[config.mk]
export PLATFORM = sky130hd
export DESIGN_NAME = his_readout_fsm_flat
export DESIGN_NICKNAME = d
export VERILOG_FILES = /design/src/rtl/his_readout_if.sv /design/src/rtl/his_readout_fsm.sv /design/src/flat_wrapper.sv
export SDC_FILE = /design/constraint.sdc
export NUM_CORES = 1
export LEC_CHECK = 0
export ABC_AREA = 1
export BUFFER_PORTS_ARGS = -buffer_cell sky130_fd_sc_hd__buf_2
export CAP_MARGIN = 20
export CORE_MARGIN = 5
export CORE_UTILIZATION = 45
export CTS_CLUSTER_DIAMETER = 40
export DETAILED_ROUTE_END_ITERATION = 7
export PLACE_DENSITY = 0.69
export SYNTH_ARGS = -nofsm -noshare
export SYNTH_HDL_FRONTEND = slang
export SYNTH_SLANG_ARGS = --single-unit
[constraint.sdc]
create_clock -name clk -period 2.1 [get_ports clk]
set_input_delay 0.105 -clock clk [delete_from_list [all_inputs] [get_ports clk]]
set_output_delay 0.105 -clock clk [all_outputs]
set_load 0.1 [all_outputs]
[src/rtl/his_readout_if.sv]
// Histogram RAM read/clear port and bin output stream.
// Master side is the readout FSM, slave side is the RAM plus downstream sink.
interface his_readout_if #(
  parameter int NB    = 5,
  parameter int CNT_W = 16,
  parameter int PIX_W = 4
);
  logic [PIX_W+NB-1:0] memAddr;
  logic                memRdEn;
  logic [CNT_W-1:0]    memRdData;
  logic                memWrEn;
  logic                binValid;
  logic                binReady;
  logic [NB-1:0]       binIdx;
  logic [CNT_W-1:0]    binCount;
  logic                binLast;

  modport master (
    output memAddr, memRdEn, memWrEn,
    output binValid, binIdx, binCount, binLast,
    input  memRdData, binReady
  );

  modport slave (
    input  memAddr, memRdEn, memWrEn,
    input  binValid, binIdx, binCount, binLast,
    output memRdData, binReady
  );
endinterface

[src/rtl/his_readout_fsm.sv]
// Streams per-pixel histograms out of RAM bin by bin and tracks the peak.
// Define HIS_CLEAR_EN to zero each bin in RAM after it is accepted.
module his_readout_fsm #(
  parameter int NB     = 5,
  parameter int CNT_W  = 16,
  parameter int PIX_W  = 4,
  parameter int PIXELS = 16
) (
  input  logic             clk,
  input  logic             res,
  input  logic             nextFlag,
  his_readout_if.master    bus,
  output logic [NB-1:0]    peakIdx,
  output logic [CNT_W-1:0] peakCount,
  output logic             peakValid,
  output logic             busy,
  output logic             overrun
);

  localparam logic [NB-1:0]    BIN_MAX = '1;
  localparam logic [PIX_W-1:0] PIX_MAX = PIX_W'(PIXELS - 1);

  typedef enum logic [2:0] {
    S_IDLE,
    S_READ,
    S_CAPT,
    S_SEND,
`ifdef HIS_CLEAR_EN
    S_CLR,
`endif
    S_ADV,
    S_DONE
  } state_t;

  state_t           state_q, state_d;
  logic             nf_q;
  logic [PIX_W-1:0] pix_q, pix_d;
  logic [NB-1:0]    bin_q, bin_d;
  logic [CNT_W-1:0] cnt_q, cnt_d;
  logic [NB-1:0]    trk_idx_q, trk_idx_d;
  logic [CNT_W-1:0] trk_cnt_q, trk_cnt_d;
  logic [NB-1:0]    pk_idx_q, pk_idx_d;
  logic [CNT_W-1:0] pk_cnt_q, pk_cnt_d;
  logic             ovr_q, ovr_d;
  logic             start;

  assign start = (nextFlag != nf_q);

  always_ff @(posedge clk) begin
    if (!res) begin
      state_q   <= S_IDLE;
      nf_q      <= 1'b0;
      pix_q     <= '0;
      bin_q     <= '0;
      cnt_q     <= '0;
      trk_idx_q <= '0;
      trk_cnt_q <= '0;
      pk_idx_q  <= '0;
      pk_cnt_q  <= '0;
      ovr_q     <= 1'b0;
    end else begin
      state_q   <= state_d;
      nf_q      <= nextFlag;
      pix_q     <= pix_d;
      bin_q     <= bin_d;
      cnt_q     <= cnt_d;
      trk_idx_q <= trk_idx_d;
      trk_cnt_q <= trk_cnt_d;
      pk_idx_q  <= pk_idx_d;
      pk_cnt_q  <= pk_cnt_d;
      ovr_q     <= ovr_d;
    end
  end

  always_comb begin
    state_d = state_q;
    unique case (state_q)
      S_IDLE: if (start) state_d = S_READ;
      S_READ: state_d = S_CAPT;
      S_CAPT: state_d = S_SEND;
`ifdef HIS_CLEAR_EN
      S_SEND: if (bus.binReady) state_d = S_CLR;
      S_CLR:  state_d = S_ADV;
`else
      S_SEND: if (bus.binReady) state_d = S_ADV;
`endif
      S_ADV:  state_d = (bin_q == BIN_MAX) ? S_DONE : S_READ;
      S_DONE: state_d = S_IDLE;
      default: state_d = S_IDLE;
    endcase
  end

  always_comb begin
    pix_d     = pix_q;
    bin_d     = bin_q;
    cnt_d     = cnt_q;
    trk_idx_d = trk_idx_q;
    trk_cnt_d = trk_cnt_q;
    pk_idx_d  = pk_idx_q;
    pk_cnt_d  = pk_cnt_q;
    // Toggles outside IDLE are dropped but remembered.
    ovr_d     = ovr_q | (start && state_q != S_IDLE);
    unique case (state_q)
      S_IDLE: begin
        if (start) begin
          trk_idx_d = '0;
          trk_cnt_d = '0;
        end
      end
      S_CAPT: begin
        cnt_d = bus.memRdData;
        // Strict compare keeps the lowest index on ties.
        if (bus.memRdData > trk_cnt_q) begin
          trk_idx_d = bin_q;
          trk_cnt_d = bus.memRdData;
        end
      end
      S_ADV: begin
        if (bin_q == BIN_MAX) begin
          pk_idx_d = trk_idx_q;
          pk_cnt_d = trk_cnt_q;
        end else begin
          bin_d = bin_q + NB'(1);
        end
      end
      S_DONE: begin
        pix_d = (pix_q == PIX_MAX) ? '0 : pix_q + PIX_W'(1);
        bin_d = '0;
      end
      default: ;
    endcase
  end

  always_comb begin
    bus.memRdEn  = 1'b0;
    bus.memWrEn  = 1'b0;
    bus.binValid = 1'b0;
    peakValid    = 1'b0;
    busy         = (state_q != S_IDLE);
    unique case (state_q)
      S_READ: bus.memRdEn  = 1'b1;
      S_SEND: bus.binValid = 1'b1;
`ifdef HIS_CLEAR_EN
      S_CLR:  bus.memWrEn  = 1'b1;
`endif
      S_DONE: peakValid    = 1'b1;
      default: ;
    endcase
  end

  assign bus.memAddr  = {pix_q, bin_q};
  assign bus.binIdx   = bin_q;
  assign bus.binCount = cnt_q;
  assign bus.binLast  = (bin_q == BIN_MAX);
  assign peakIdx      = pk_idx_q;
  assign peakCount    = pk_cnt_q;
  assign overrun      = ovr_q;

endmodule

[src/flat_wrapper.sv]
// flat-port wrapper written by rule: the top's interface ports become plain ports
module his_readout_fsm_flat 
#(
  parameter int NB     = 5,
  parameter int CNT_W  = 16,
  parameter int PIX_W  = 4,
  parameter int PIXELS = 16
)
  (clk, res, nextFlag, peakIdx, peakCount, peakValid, busy, overrun, bus_memAddr, bus_memRdEn, bus_memWrEn, bus_binValid, bus_binIdx, bus_binCount, bus_binLast, bus_memRdData, bus_binReady);
  his_readout_if #(.NB(NB), .CNT_W(CNT_W), .PIX_W(PIX_W)) bus_i ();
  input  logic clk;
  input  logic res;
  input  logic nextFlag;
  output logic [NB-1:0] peakIdx;
  output logic [CNT_W-1:0] peakCount;
  output logic peakValid;
  output logic busy;
  output logic overrun;
  output wire logic [$bits(bus_i.memAddr)-1:0] bus_memAddr;
  output wire logic [$bits(bus_i.memRdEn)-1:0] bus_memRdEn;
  output wire logic [$bits(bus_i.memWrEn)-1:0] bus_memWrEn;
  output wire logic [$bits(bus_i.binValid)-1:0] bus_binValid;
  output wire logic [$bits(bus_i.binIdx)-1:0] bus_binIdx;
  output wire logic [$bits(bus_i.binCount)-1:0] bus_binCount;
  output wire logic [$bits(bus_i.binLast)-1:0] bus_binLast;
  input wire logic [$bits(bus_i.memRdData)-1:0] bus_memRdData;
  input wire logic [$bits(bus_i.binReady)-1:0] bus_binReady;
  assign bus_memAddr = bus_i.memAddr;
  assign bus_memRdEn = bus_i.memRdEn;
  assign bus_memWrEn = bus_i.memWrEn;
  assign bus_binValid = bus_i.binValid;
  assign bus_binIdx = bus_i.binIdx;
  assign bus_binCount = bus_i.binCount;
  assign bus_binLast = bus_i.binLast;
  assign bus_i.memRdData = bus_memRdData;
  assign bus_i.binReady = bus_binReady;
  his_readout_fsm #(.NB(NB), .CNT_W(CNT_W), .PIX_W(PIX_W), .PIXELS(PIXELS)) u_core (.clk(clk), .res(res), .nextFlag(nextFlag), .bus(bus_i), .peakIdx(peakIdx), .peakCount(peakCount), .peakValid(peakValid), .busy(busy), .overrun(overrun));
endmodule
==> metrics.log <==
INFO  metric outcome = finished clean
INFO  metric detail_route.wl_per_cell = 12.4 µm
INFO  metric finalClockSkew = 0.00549 ns
INFO  metric dr.first_iter.drc_count = 146
INFO  metric timing.setup.tns = 0 ns
INFO  metric synthesis.area_per_instance = 7.35 µm²
INFO  metric synth-edff-count = 0
INFO  metric ant_nets = 0
INFO  metric die_width = 95.9 µm
INFO  metric area_growth_syn_to_layout = 19.9%
INFO  metric hold_viol = 0
INFO  metric total_setup_violations_reported_at_the_end_of_the_flow = 0
INFO  metric regArea = 1460 µm²
INFO  metric synthCells = 452
INFO  metric synth.yosys.seq_area_share = 0.434
INFO  metric synth-main-ff-cell = sky130_fd_sc_hd__dfxtp_1
INFO  metric grt_start_max_net_pins = 48
INFO  metric firstDrtPassIters = 7
INFO  metric totalPowerFinal = 0.00362 W
INFO  metric clockBufferDepth = 2
INFO  metric netlist_top_cells_count = sky130_fd_sc_hd__nand2_1 (96), sky130_fd_sc_hd__dfxtp_1 (72), sky130_fd_sc_hd__inv_1 (57)
INFO  metric critical_path.max_fanout = 6
INFO  metric fp-row-count = 31
INFO  metric fin_worst_hold_slack = 0.0635 ns
INFO  metric finalInstanceArea = 3980 µm²
INFO  metric ctsRootBufferMaster = sky130_fd_sc_hd__clkbuf_8
INFO  metric final_critical_path_required_period = 1.79 ns
INFO  metric first_pass_grt_wire_length = 13000 µm
INFO  metric crit_required = 2.00 ns
INFO  metric synthesis.yosys.warnings = 0
INFO  metric drive_above_1_share = 0.216
INFO  metric syn_nets = 491
INFO  metric critical_path.startpoint_type = flop
INFO  metric first_global_vias = 2803
INFO  metric synth.most_common_cell = sky130_fd_sc_hd__nand2_1
INFO  metric cts-buffers-inserted = 9
INFO  metric h-tree-depth = 3
INFO  metric netlist.area_leader.share = 0.434
INFO  metric filler_cell_count = 750
INFO  metric post-route-period-util = 0.852
INFO  metric tritoncts = built
INFO  metric route.detailed.drc = 0
INFO  metric drv.max_cap_violation_count = 0
INFO  metric grtUsageTotal = 0.182
INFO  metric synth_cell_types = 26
INFO  metric worst_setup_hold_path_clk_slew = 0.07 ns
INFO  metric worst_slew_pin_slew = 0.761 ns
INFO  metric design.die.area = 9200 µm²
INFO  metric min_path_type = in2reg
INFO  metric slew-limit-headroom = 0.492
INFO  metric via_count = 2946
INFO  metric lkg_pwr = 1.86 nW
INFO  metric async_flop_share = 0
INFO  metric core-area = 7210 µm²
INFO  metric criticalPathCategory = reg2out
INFO  metric post_synth_main_area_contributors = sky130_fd_sc_hd__dfxtp_1 (43%), sky130_fd_sc_hd__nand2_1 (11%), sky130_fd_sc_hd__a21oi_1 (7.8%)
INFO  metric cellPowerDensity = 909 nW/µm²
INFO  metric synthesized_area = 3320 µm²
INFO  metric total_of_flip_flops_plus_latches_after_synthesis = 72
INFO  metric hpwlAfterDp = 5730 µm
INFO  metric gp_routability_congestion = 0.828
INFO  metric antenna_cells_inserted = 0
INFO  metric floorplan.io_pins = 78
INFO  metric synth.largest_area_cell = sky130_fd_sc_hd__dfxtp_1
INFO  metric place_area = 3780 µm²
INFO  metric multiInputGateArea = 1550 µm²
INFO  metric port_buffer_count = 76
INFO  metric grt_antenna_before_repair = 0
INFO  metric tritoncts_num_sinks = 72
INFO  metric dieHeight = 95.9 µm
INFO  metric worstSkewPairLatency = 0.34 ns
INFO  metric grt_setup_unrepaired = false
INFO  metric worst_ep_arrival_time = 1.68 ns
INFO  metric crit_path_end_kind = output port
INFO  metric achievable-frequency = 559 MHz
INFO  metric final_nets = 557
INFO  metric finalMaxSlewViolations = 0
INFO  metric post_cts_buffers = 0
INFO  metric irDropWorstVdd = 0.436 mV
INFO  metric floorplan.initialDensity = 0.461
INFO  metric postLayoutSetupSlackWorst = 0.312 ns
INFO  metric pre_cts_slack = 0.249 ns
INFO  metric post_drt_via_cell_ratio = 4.74
INFO  metric grt.overflow.total = 0
INFO  metric wirelength = 7700 µm
==> final timing paths <==
check	startpoint	to	slack, ns	cells after the start
setup / recovery	u_core.bus.binIdx[1]	bus_binLast	0.31	5
hold reg to reg	u_core.peakCount[6]	u_core.peakCount[6]	0.44	2
hold / removal	bus_memRdData[6]	u_core.bus.binCount[6]	0.06	3
setup reg to reg	u_core.bus.binIdx[1]	u_core.peakCount[6]	0.31	8
==> metal layers <==
metal / wire length, µm / track usage
met2: 3340 / 0.270
met4: 85 / 0.0711
met3: 455 / 0.0375
met5: 0 / 0
met1: 3820 / 0.258
==> stage by stage <==
| step | utilization | instances |
|---|---|---|
| 4_1_cts | 0.551 | 621 |
| 5_1_grt | 0.552 | 621 |
| 3_5_place_dp | 0.523 | 605 |
| 3_3_place_gp | 0.523 | 605 |
| 6_report | 0.552 | 621 |
| 2_1_floorplan | - | 452 |
==> sequential cells by signal (all words and copies together), names as in the netlist <==
| register | flops |
|---|---|
| u_core.state_q | 3 |
| u_core.overrun | 1 |
| u_core.trk_idx_q | 5 |
| u_core.bus.binIdx | 5 |
| u_core.peakCount | 16 |
| u_core.trk_cnt_q | 16 |
| u_core.bus.binCount | 16 |
| u_core.peakIdx | 5 |
| u_core.pix_q | 4 |
| u_core.nf_q | 1 |
==> power by group <==
group          internal (W)  total [W]  switching (W)
combinational      0.000293    0.00103       0.000740
clock              0.000550    0.00103       0.000482
sequential          0.00148    0.00156      0.0000767
==> cell families after synthesis <==
kind of cell	synth area share
adder cells (fa/ha/maj)	0.0715
flip-flops	0.434
buffers and inverters	0.113
AO/OA/AOI/OAI	0.143
other	0.00113
XOR/XNOR	0.00791
AND/OR/NAND/NOR	0.230
==> cell type report <==
type | instances | share of cell area
Tap cell | 99 | 0.0311
Inverter | 59 | 0.0556
Clock buffer | 13 | 0.0449
Multi-Input combinational cell | 293 | 0.389
Sequential cell | 72 | 0.366
Timing Repair Buffer | 83 | 0.110
Clock inverter | 2 | 0.00314
==> worst max-delay path: stages, from the launching register on <==
cell,delay [ns]
sky130_fd_sc_hd__dfxtp_4,0.38
sky130_fd_sc_hd__ha_4,0.13
sky130_fd_sc_hd__inv_1,0.05
sky130_fd_sc_hd__nor3_2,0.17
sky130_fd_sc_hd__ha_4,0.19
sky130_fd_sc_hd__buf_2,0.43
==> cell usage in the layout (no fill, tap or decap), types with 2 or more instances in the layout <==
| master | synthesis | routed |
|---|---|---|
| sky130_fd_sc_hd__nand2_1 | 96 | 95 |
| sky130_fd_sc_hd__buf_2 | 9 | 76 |
| sky130_fd_sc_hd__dfxtp_1 | 72 | 67 |
| sky130_fd_sc_hd__inv_1 | 57 | 57 |
| sky130_fd_sc_hd__nor2_1 | 55 | 53 |
| sky130_fd_sc_hd__a21oi_1 | 52 | 52 |
| sky130_fd_sc_hd__o21ai_0 | 25 | 25 |
| sky130_fd_sc_hd__ha_1 | 19 | 17 |
| sky130_fd_sc_hd__nand3_1 | 13 | 13 |
| sky130_fd_sc_hd__clkbuf_8 | 0 | 13 |
| sky130_fd_sc_hd__a21boi_0 | 9 | 9 |
| sky130_fd_sc_hd__nand3b_1 | 5 | 5 |
| sky130_fd_sc_hd__buf_4 | 6 | 5 |
| sky130_fd_sc_hd__dfxtp_4 | 0 | 4 |
| sky130_fd_sc_hd__nand4_1 | 3 | 3 |
| sky130_fd_sc_hd__nor3b_1 | 3 | 3 |
| sky130_fd_sc_hd__inv_2 | 2 | 2 |
| sky130_fd_sc_hd__nor2_2 | 0 | 2 |
| sky130_fd_sc_hd__xor2_1 | 2 | 2 |
| sky130_fd_sc_hd__a21boi_1 | 2 | 2 |
| sky130_fd_sc_hd__nor3_1 | 3 | 2 |
| sky130_fd_sc_hd__ha_4 | 0 | 2 |
==> repair_timing <==
item                       CTS  global route
hold endpoints to repair     1             0
setup endpoints to repair    0             6
hold buffers                 1             0
gates resized for setup      0             2
(Power assumes the default switching activity.)
